$ cat config.mk
export PLATFORM = sky130hd
export DESIGN_NAME = read_sram
export DESIGN_NICKNAME = d
export VERILOG_FILES = /design/src/rtl/read_sram.sv
export SDC_FILE = /design/constraint.sdc
export NUM_CORES = 1
export LEC_CHECK = 0
export ABC_AREA = 1
export CORE_ASPECT_RATIO = 1.2
export CORE_UTILIZATION = 30
export CTS_CLUSTER_DIAMETER = 120
export DETAILED_ROUTE_END_ITERATION = 7
export PLACE_DENSITY = 0.47
export SYNTH_ARGS = -nofsm -noshare
export SYNTH_HDL_FRONTEND = slang
export SYNTH_SLANG_ARGS = --single-unit
export TNS_END_PERCENT = 50
$ cat constraint.sdc
create_clock -name i_clk -period 1.85 [get_ports i_clk]
set_clock_uncertainty 0.1 [all_clocks]
set_input_delay 0.185 -clock i_clk [delete_from_list [all_inputs] [get_ports i_clk]]
set_output_delay 0.185 -clock i_clk [all_outputs]
set_load 0.02 [all_outputs]
$ cat src/rtl/read_sram.sv
// Read-side SRAM port for one output channel of the multiport cache.
// Accepts block addresses, issues SRAM reads, captures the returned words into a
// first-word-fall-through output buffer, and releases each block address to the
// free list once its word has been captured.
module read_sram #(
  parameter int unsigned ADDR_W     = 8,
  parameter int unsigned DATA_W     = 32,
  parameter int unsigned RD_LAT     = 1,
  parameter int unsigned OBUF_DEPTH = 4
) (
  input  logic              i_clk,
  input  logic              i_rst,
  // Block address request stream
  input  logic [ADDR_W-1:0] i_rd_addr,
  input  logic              i_rd_addr_vld,
  input  logic              i_rd_last,
  output logic              o_rd_addr_rdy,
  // SRAM read port
  output logic [ADDR_W-1:0] o_sram_addr,
  output logic              o_sram_r_en,
  input  logic [DATA_W-1:0] i_sram_data,
  // Output word stream
  output logic [DATA_W-1:0] o_data,
  output logic              o_data_vld,
  output logic              o_data_last,
  input  logic              i_data_rdy,
  // Free list return
  output logic [ADDR_W-1:0] o_free_addr,
  output logic              o_free_vld
);

  localparam int unsigned PTR_W = (OBUF_DEPTH > 1) ? $clog2(OBUF_DEPTH) : 1;
  localparam int unsigned CNT_W = $clog2(OBUF_DEPTH + 1);
  localparam logic [CNT_W-1:0] CNT_MAX = CNT_W'(OBUF_DEPTH);

  // Credit counter: words issued to the SRAM but not yet handed to the output port.
  logic [CNT_W-1:0]  r_cnt;

  // Issue stage registers (drive the SRAM directly)
  logic [ADDR_W-1:0] r_sram_addr;
  logic              r_sram_r_en;
  logic              r_iss_last;

  // Read pipeline tracking each outstanding SRAM read
  logic              r_pipe_vld  [RD_LAT];
  logic              r_pipe_last [RD_LAT];
  logic [ADDR_W-1:0] r_pipe_addr [RD_LAT];

  // Free list return registers
  logic [ADDR_W-1:0] r_free_addr;
  logic              r_free_vld;

  // Output buffer storage and bookkeeping
  logic [DATA_W-1:0] r_buf_data [OBUF_DEPTH];
  logic [OBUF_DEPTH-1:0] r_buf_last;
  logic [PTR_W-1:0]  r_wr_ptr;
  logic [PTR_W-1:0]  r_rd_ptr;
  logic [CNT_W-1:0]  r_ent;

  logic              w_accept;
  logic              w_pop;
  logic              w_empty;
  logic              w_ret_vld;
  logic              w_ret_last;
  logic [ADDR_W-1:0] w_ret_addr;

  // Handshake decode; rdy depends only on registered credit so it never loops back.
  always_comb begin
    o_rd_addr_rdy = !i_rst && (r_cnt < CNT_MAX);
    w_accept      = i_rd_addr_vld && o_rd_addr_rdy;
    w_empty       = (r_ent == '0);
    o_data_vld    = !w_empty;
    w_pop         = o_data_vld && i_data_rdy;
    o_data        = r_buf_data[r_rd_ptr];
    o_data_last   = r_buf_last[r_rd_ptr];
    w_ret_vld     = r_pipe_vld[RD_LAT-1];
    w_ret_last    = r_pipe_last[RD_LAT-1];
    w_ret_addr    = r_pipe_addr[RD_LAT-1];
  end

  assign o_sram_addr = r_sram_addr;
  assign o_sram_r_en = r_sram_r_en;
  assign o_free_addr = r_free_addr;
  assign o_free_vld  = r_free_vld;

  // Credit counter: accept and pop in the same cycle cancel out.
  always_ff @(posedge i_clk) begin
    if (i_rst) begin
      r_cnt <= '0;
    end else begin
      unique case ({w_accept, w_pop})
        2'b10:   r_cnt <= r_cnt + CNT_W'(1);
        2'b01:   r_cnt <= r_cnt - CNT_W'(1);
        default: r_cnt <= r_cnt;
      endcase
    end
  end

  // Issue stage: launch one SRAM read per accepted request, idle address is zero.
  always_ff @(posedge i_clk) begin
    if (i_rst) begin
      r_sram_addr <= '0;
      r_sram_r_en <= 1'b0;
      r_iss_last  <= 1'b0;
    end else if (w_accept) begin
      r_sram_addr <= i_rd_addr;
      r_sram_r_en <= 1'b1;
      r_iss_last  <= i_rd_last;
    end else begin
      r_sram_addr <= '0;
      r_sram_r_en <= 1'b0;
      r_iss_last  <= 1'b0;
    end
  end

  // First pipeline stage captures the read as it is presented to the SRAM.
  always_ff @(posedge i_clk) begin
    if (i_rst) begin
      r_pipe_vld[0]  <= 1'b0;
      r_pipe_last[0] <= 1'b0;
      r_pipe_addr[0] <= '0;
    end else begin
      r_pipe_vld[0]  <= r_sram_r_en;
      r_pipe_last[0] <= r_iss_last;
      r_pipe_addr[0] <= r_sram_addr;
    end
  end

  // Remaining pipeline stages match the SRAM read latency.
  for (genvar g = 1; g < RD_LAT; g++) begin : g_pipe
    // Shift one stage; reset flushes reads so late SRAM data is ignored.
    always_ff @(posedge i_clk) begin
      if (i_rst) begin
        r_pipe_vld[g]  <= 1'b0;
        r_pipe_last[g] <= 1'b0;
        r_pipe_addr[g] <= '0;
      end else begin
        r_pipe_vld[g]  <= r_pipe_vld[g-1];
        r_pipe_last[g] <= r_pipe_last[g-1];
        r_pipe_addr[g] <= r_pipe_addr[g-1];
      end
    end
  end

  // Release the block address once its word lands in the buffer.
  always_ff @(posedge i_clk) begin
    if (i_rst) begin
      r_free_addr <= '0;
      r_free_vld  <= 1'b0;
    end else if (w_ret_vld) begin
      r_free_addr <= w_ret_addr;
      r_free_vld  <= 1'b1;
    end else begin
      r_free_addr <= '0;
      r_free_vld  <= 1'b0;
    end
  end

  // Buffer storage write; contents need no reset since r_ent gates visibility.
  always_ff @(posedge i_clk) begin
    if (w_ret_vld) begin
      r_buf_data[r_wr_ptr] <= i_sram_data;
      r_buf_last[r_wr_ptr] <= w_ret_last;
    end
  end

  // Buffer pointers and entry count; credit guarantees no overflow on write.
  always_ff @(posedge i_clk) begin
    if (i_rst) begin
      r_wr_ptr <= '0;
      r_rd_ptr <= '0;
      r_ent    <= '0;
    end else begin
      if (w_ret_vld) begin
        r_wr_ptr <= r_wr_ptr + PTR_W'(1);
      end
      if (w_pop) begin
        r_rd_ptr <= r_rd_ptr + PTR_W'(1);
      end
      unique case ({w_ret_vld, w_pop})
        2'b10:   r_ent <= r_ent + CNT_W'(1);
        2'b01:   r_ent <= r_ent - CNT_W'(1);
        default: r_ent <= r_ent;
      endcase
    end
  end

endmodule

# ---- Yosys cells after proc, flatten, opt, wreduce, memory -nomap -nowiden
# Memory sizes are Yosys's and may differ from the RTL's. A register that Yosys moved wholly into a read port is not among the register bits.
# Cells that the tools add are included.
dict set report totals {
  inputBits 45
  n_memories 4
  elab_cells 64
  ram_bits 138
  reg_bits 25
}
# memory words word_bits read_ports rd_ports_with_merged_regs wr line
set memory_table {}
lappend memory_table {r_buf_data 4 32 1 1 1 54} ;# logic [DATA_W-1:0] r_buf_data [OBUF_DEPTH];
lappend memory_table {r_pipe_addr 1 8 1 1 1 47} ;# logic [ADDR_W-1:0] r_pipe_addr [RD_LAT];
lappend memory_table {r_pipe_last 1 1 1 0 1 46} ;# logic r_pipe_last [RD_LAT];
lappend memory_table {r_pipe_vld 1 1 1 0 1 45} ;# logic r_pipe_vld [RD_LAT];
dict set report op_classes {
  addsub 6
  reduce_logical 14
  n_mux 21
  n_lt_le_gt_ge 4
  bitwise 2
  n_eq_ne 4
}
# op n
set op_table {}
lappend op_table {{$mux W1} 13}
lappend op_table {{$pmux W3 S2} 2}
lappend op_table {{$mux W8} 1}
lappend op_table {{$reduce_or A8 Y1} 1}
lappend op_table {{$add A3 B1 Y3 const B} 2}
lappend op_table {{$lt A2 B3 Y1 const B} 2}
lappend op_table {{$sub A3 B1 Y3 const B} 2}
lappend op_table {{$add A2 B1 Y2 const B} 2}
lappend op_table {{$bwmux W4} 1}
lappend op_table {{$eq A2 B1 Y1 const B} 2}
lappend op_table {{$eq A2 B2 Y1 const B} 2}
lappend op_table {{$logic_and A1 B1 Y1} 4}
lappend op_table {{$mux W2} 2}
lappend op_table {{$reduce_bool A2 Y1} 2}
lappend op_table {{$reduce_or A2 Y1} 2}
lappend op_table {{$logic_not A3 Y1} 1}
lappend op_table {{$lt A3 B3 Y1 const B} 1}
lappend op_table {{$bmux W1 S2} 1}
lappend op_table {{$demux W1 S2} 1}
lappend op_table {{$ge A2 B1 Y1 const B} 1}
lappend op_table {{$logic_not A1 Y1} 2}
lappend op_table {{$not A1 Y1} 2}
lappend op_table {{$reduce_or A1 Y1} 2}

# ---- Longest topological paths before layout
# Gate-level depths: netlist of the first run.
dict set report logic_depth {
  word_depth 5
  depth_mapped 13
  depth_no_buf 13
}

# ---- Least setup slack after synthesis of the first run
# No wires, ideal clock.
dict set report synth_timing {
  path_type {register to register}
  from {register r_cnt[2]}
  to {register r_cnt[2]}
  period_less_slack_ns 2.021
  required_ns 1.637
  slack_ns -0.171
  stages_incl_launch_ff 12
  path_buffers 1
  arrival_ns 1.808
  setup_time_ns 0.113
  cell_sequence {dfxtp_1 > nor2_1 > nand2_1 > buf_2 > ha_1 > fa_1 > inv_1 > nand2_1 > nand3_1 > nand2_1 > nand2_1 > nor2_1}
}
dict set report synth_between {
  elab_chain_len 5
}
# element line
set synth_lines {}
lappend synth_lines {{from (decl)} 37} ;# logic [CNT_W-1:0] r_cnt;
lappend synth_lines {{from (signal assigned)} 92} ;# 2'b10: r_cnt <= r_cnt + CNT_W'(1);
lappend synth_lines {{from (signal assigned)} 93} ;# 2'b01: r_cnt <= r_cnt - CNT_W'(1);
lappend synth_lines {{from (signal assigned)} 94} ;# default: r_cnt <= r_cnt;
lappend synth_lines {{$lt A3 B3 Y1 *} 69} ;# o_rd_addr_rdy = !i_rst && (r_cnt < CNT_MAX);
lappend synth_lines {{$logic_and A1 B1 Y1 *} 69}
lappend synth_lines {{via o_rd_addr_rdy} 17} ;# output logic o_rd_addr_rdy,
lappend synth_lines {{$logic_and A1 B1 Y1 *} 70} ;# w_accept = i_rd_addr_vld && o_rd_addr_rdy;
lappend synth_lines {{$eq A2 B1 Y1 / $eq A2 B2 Y1 (equally long branches)} 91} ;# unique case ({w_accept, w_pop})
lappend synth_lines {{$pmux W3 S2 / $reduce_bool A2 Y1 (equally long branches)} --}
# Mark *: on every way through the listed nets, which the timed path passes. The rest lies on a longest branch.
# A chain may end at the register's enable or synchronous reset.

==> flow_summary.ini, run 1 <==
[run_status]
status = finished, violations left
violations = setup timing

[clock_tree]
clock_latency_ns = 0.41
cts-htree-levels = 4
cts_made_buffers = 17
clkTransAtPathRegs_ns = 0.06
cts_tree = built
cts_max_path_buffers = 2
cts_hold_buf = 0
cts_root_buf = clkbuf_16
clock-sinks = 173

[grt]
antenna_found_initial = 0
first_global_vias = 4042
grt_first_pass_wirelength_mm = 21.3
globalRoute.totalOverflow = 0
gr-usage-all-layers = 0.131
grt_start_max_net_pins = 34

[finish]
final_cell_count_no_fill = 907
nets = 678
drive_above_1_share = 0.217
antennaDiodeCount = 0
final.fill_count = 1975
area_added_between_synthesis_and_finish_pct = 34.1

[synth]
synth-seq-area-share = 0.752
synth_area_um2 = 6360
syn_inst = 494
register_bit_count_reported_by_yosys = 173
synth.net_count = 547
syn_area_per_cell_um2 = 12.9
ys_warn_count = 0
synth_cell_type_count = 19

[run]
max-cap-violations = 0

[drt]
antenna_violating_nets_post_route = 0
detailedRoute.firstPassIterationCount = 6
total_length_of_routed_wires_mm = 14.0
routedWlPerCell_um = 15.4
detailedRoute.firstIterationViolations = 132
drt_drc_violations_left = 0
viasPerCell = 4.45
num_vias = 4035

[power_and_ir_drop]
leakagePower_nw = 3.10
cellPowerDensity_nw_per_um2 = 1260
totalPowerFinal_mw = 10.7
vdd.ir_drop.worst_mv = 0.730

[place]
place.detailed.hpwl_mm = 8.42
dp_slack_ns = -0.175
gp_congestion = 0.697
placement.io_buffers = 97
place.detailed.instances = 870

[timing]
finalCritPeriodShare = 1.01
timing_max_transition_violations_final = 0
final-hold-violation-count = 0
rsz0062_at_grt = true
clock.fmax_mhz = 536
postLayoutSetupSlackWorst_ns = -0.0154
maxSlewHeadroom = 0.824
min_period_ns = 1.87
tightestPinTransition_ns = 0.263
fin_tns_setup_ns = -0.0244
finalHoldWorstSlack_ns = 0.189
report.final.setup_viol = 4

[worst_hold_path]
hold_path_class = in -> reg

[worst_setup_path]
critical_path.endpoint_type = primary output
max_stage_delay_ns = 0.33
ff2ff_setup_slack_ns = 0.13
worstPathMaxFanout = 12
worstPathArrival_ns = 1.58
crit_type = reg -> out
timing.critical_path.cells = buf_12 > inv_12 > buf_16 > nor2_1 > o22ai_1 > buf_4
element_type_at_the_critical_path_start = flip-flop
cp_data_required_time_ns = 1.56
worst_path_max_delay_cell = dfxtp_2

[floorplan]
die_h_um = 161
initial_utilization = 0.304
die_width_um = 135
ioPinCount = 98
core_um2 = 20900
fp.dieArea_um2 = 21800
row_count = 58
per-layer routing:
metal / share of wire / GRT usage
met1: 0.43 / 0.150
met2: 0.50 / 0.224
met3: 0.070 / 0.0493
met4: 0.0078 / 0.0414
met5: 0 / 0
layout by cell type, fill, tap and decap left out, types with 4 or more instances in the layout:
cell type        count
a21oi_1              5
buf_12               7
buf_4               48
buf_6                8
clkbuf_16           19
clkdlybuf4s50_1     62
clkinv_4             4
dfxtp_1             38
edfxtp_1           132
ha_1                 4
inv_1               41
inv_2               10
nand2_1             18
nor2_1             104
o21ai_0             39
o21ai_1             24
o21ai_2              8
o22ai_1             26
o22ai_2              7
worst max-delay path, delay by kind of cell (launching register included):
| kind | cells | cell delay, ns |
|---|---|---|
| AO/OA/AOI/OAI | 1 | 0.20 |
| buffers and inverters | 4 | 0.58 |
| flip-flops | 1 | 0.33 |
| AND/OR/NAND/NOR | 1 | 0.05 |
per-stage QoR:
stage / area [um^2] / utilization
2_1_floorplan: 6370 / -
3_3_place_gp: 7830 / 0.375
3_5_place_dp: 7830 / 0.375
4_1_cts: 8360 / 0.400
5_1_grt: 8530 / 0.408
6_report: 8530 / 0.408
timing repair:
action	CTS	global route
pin swaps	8	7
hold endpoints to repair	0	0
gates cloned	0	2
gates resized for setup	172	38
setup endpoints to repair	36	34
buffers inserted	3	1
cells in the mapped netlist, drive strengths merged:
master | n | area share
inv | 52 | 0.032
o22ai | 33 | 0.032
edfxtp | 132 | 0.62
nor2 | 106 | 0.063
clkbuf | 1 | 0.00059
nand3 | 4 | 0.0031
ha | 6 | 0.012
a21oi | 5 | 0.0039
buf | 20 | 0.026
nand2 | 20 | 0.012
fa | 2 | 0.0063
xor2 | 1 | 0.0014
dfxtp | 41 | 0.13
o21ai | 71 | 0.056
registers in the layout, indices dropped and copies added, names as in the netlist, named ones only:
| name | count |
|---|---|
| r_pipe_last | 1 |
| r_iss_last | 1 |
| r_ent | 3 |
| o_free_addr | 8 |
| r_cnt | 3 |
| o_free_vld | 1 |
| o_sram_addr | 8 |
| r_buf_last | 4 |
| o_sram_r_en | 1 |
| r_pipe_addr | 8 |
| r_pipe_vld | 1 |
| r_wr_ptr | 2 |
| r_rd_ptr | 2 |
| r_buf_data | 128 |
layout make-up:
cell class | instances | area, um^2 | area share
sequential | 173 | 4790 | 0.561
timing repair buffer | 133 | 1330 | 0.156
multi-input combinational | 248 | 1310 | 0.154
clock buffer | 17 | 425 | 0.0499
tap | 270 | 338 | 0.0396
inverter | 52 | 208 | 0.0244
clock inverter | 14 | 123 | 0.0144
cell families after synthesis:
group | share of synthesized area
buf+inv | 0.0582
flops | 0.752
simple gates | 0.0775
compound gates | 0.0923
fa+ha+maj | 0.0181
xor+xnor | 0.00138
power by group:
part           internal [mW]  leakage, nW  switching (mW)  total, mW
combinational           1.31         1.31            1.67       2.98
sequential              4.35         1.53          0.0941       4.44
clock                   1.85        0.262            1.45       3.29
total                   7.50         3.10            3.21       10.7
worst paths after layout:
check,from,to,depth (start not counted)
hold / removal,i_rd_addr[2],o_sram_addr[2]$_SDFF_PP0_,3
setup / recovery,flip-flop,o_data[30],6
setup reg to reg,r_ent[2]$_SDFFE_PP0P_,r_ent[2]$_SDFFE_PP0P_,13
hold reg to reg,r_iss_last$_SDFF_PP0_,r_pipe_last[0]$_SDFF_PP0_,2
Note: power is estimated with default switching activity, not from simulation.
==> run 2: changes to the inputs <==
- SLEW_MARGIN: default -> 20
==> results of run 2 <==
Same layout as run 1: the final DEF is identical, and so are final timing and power.
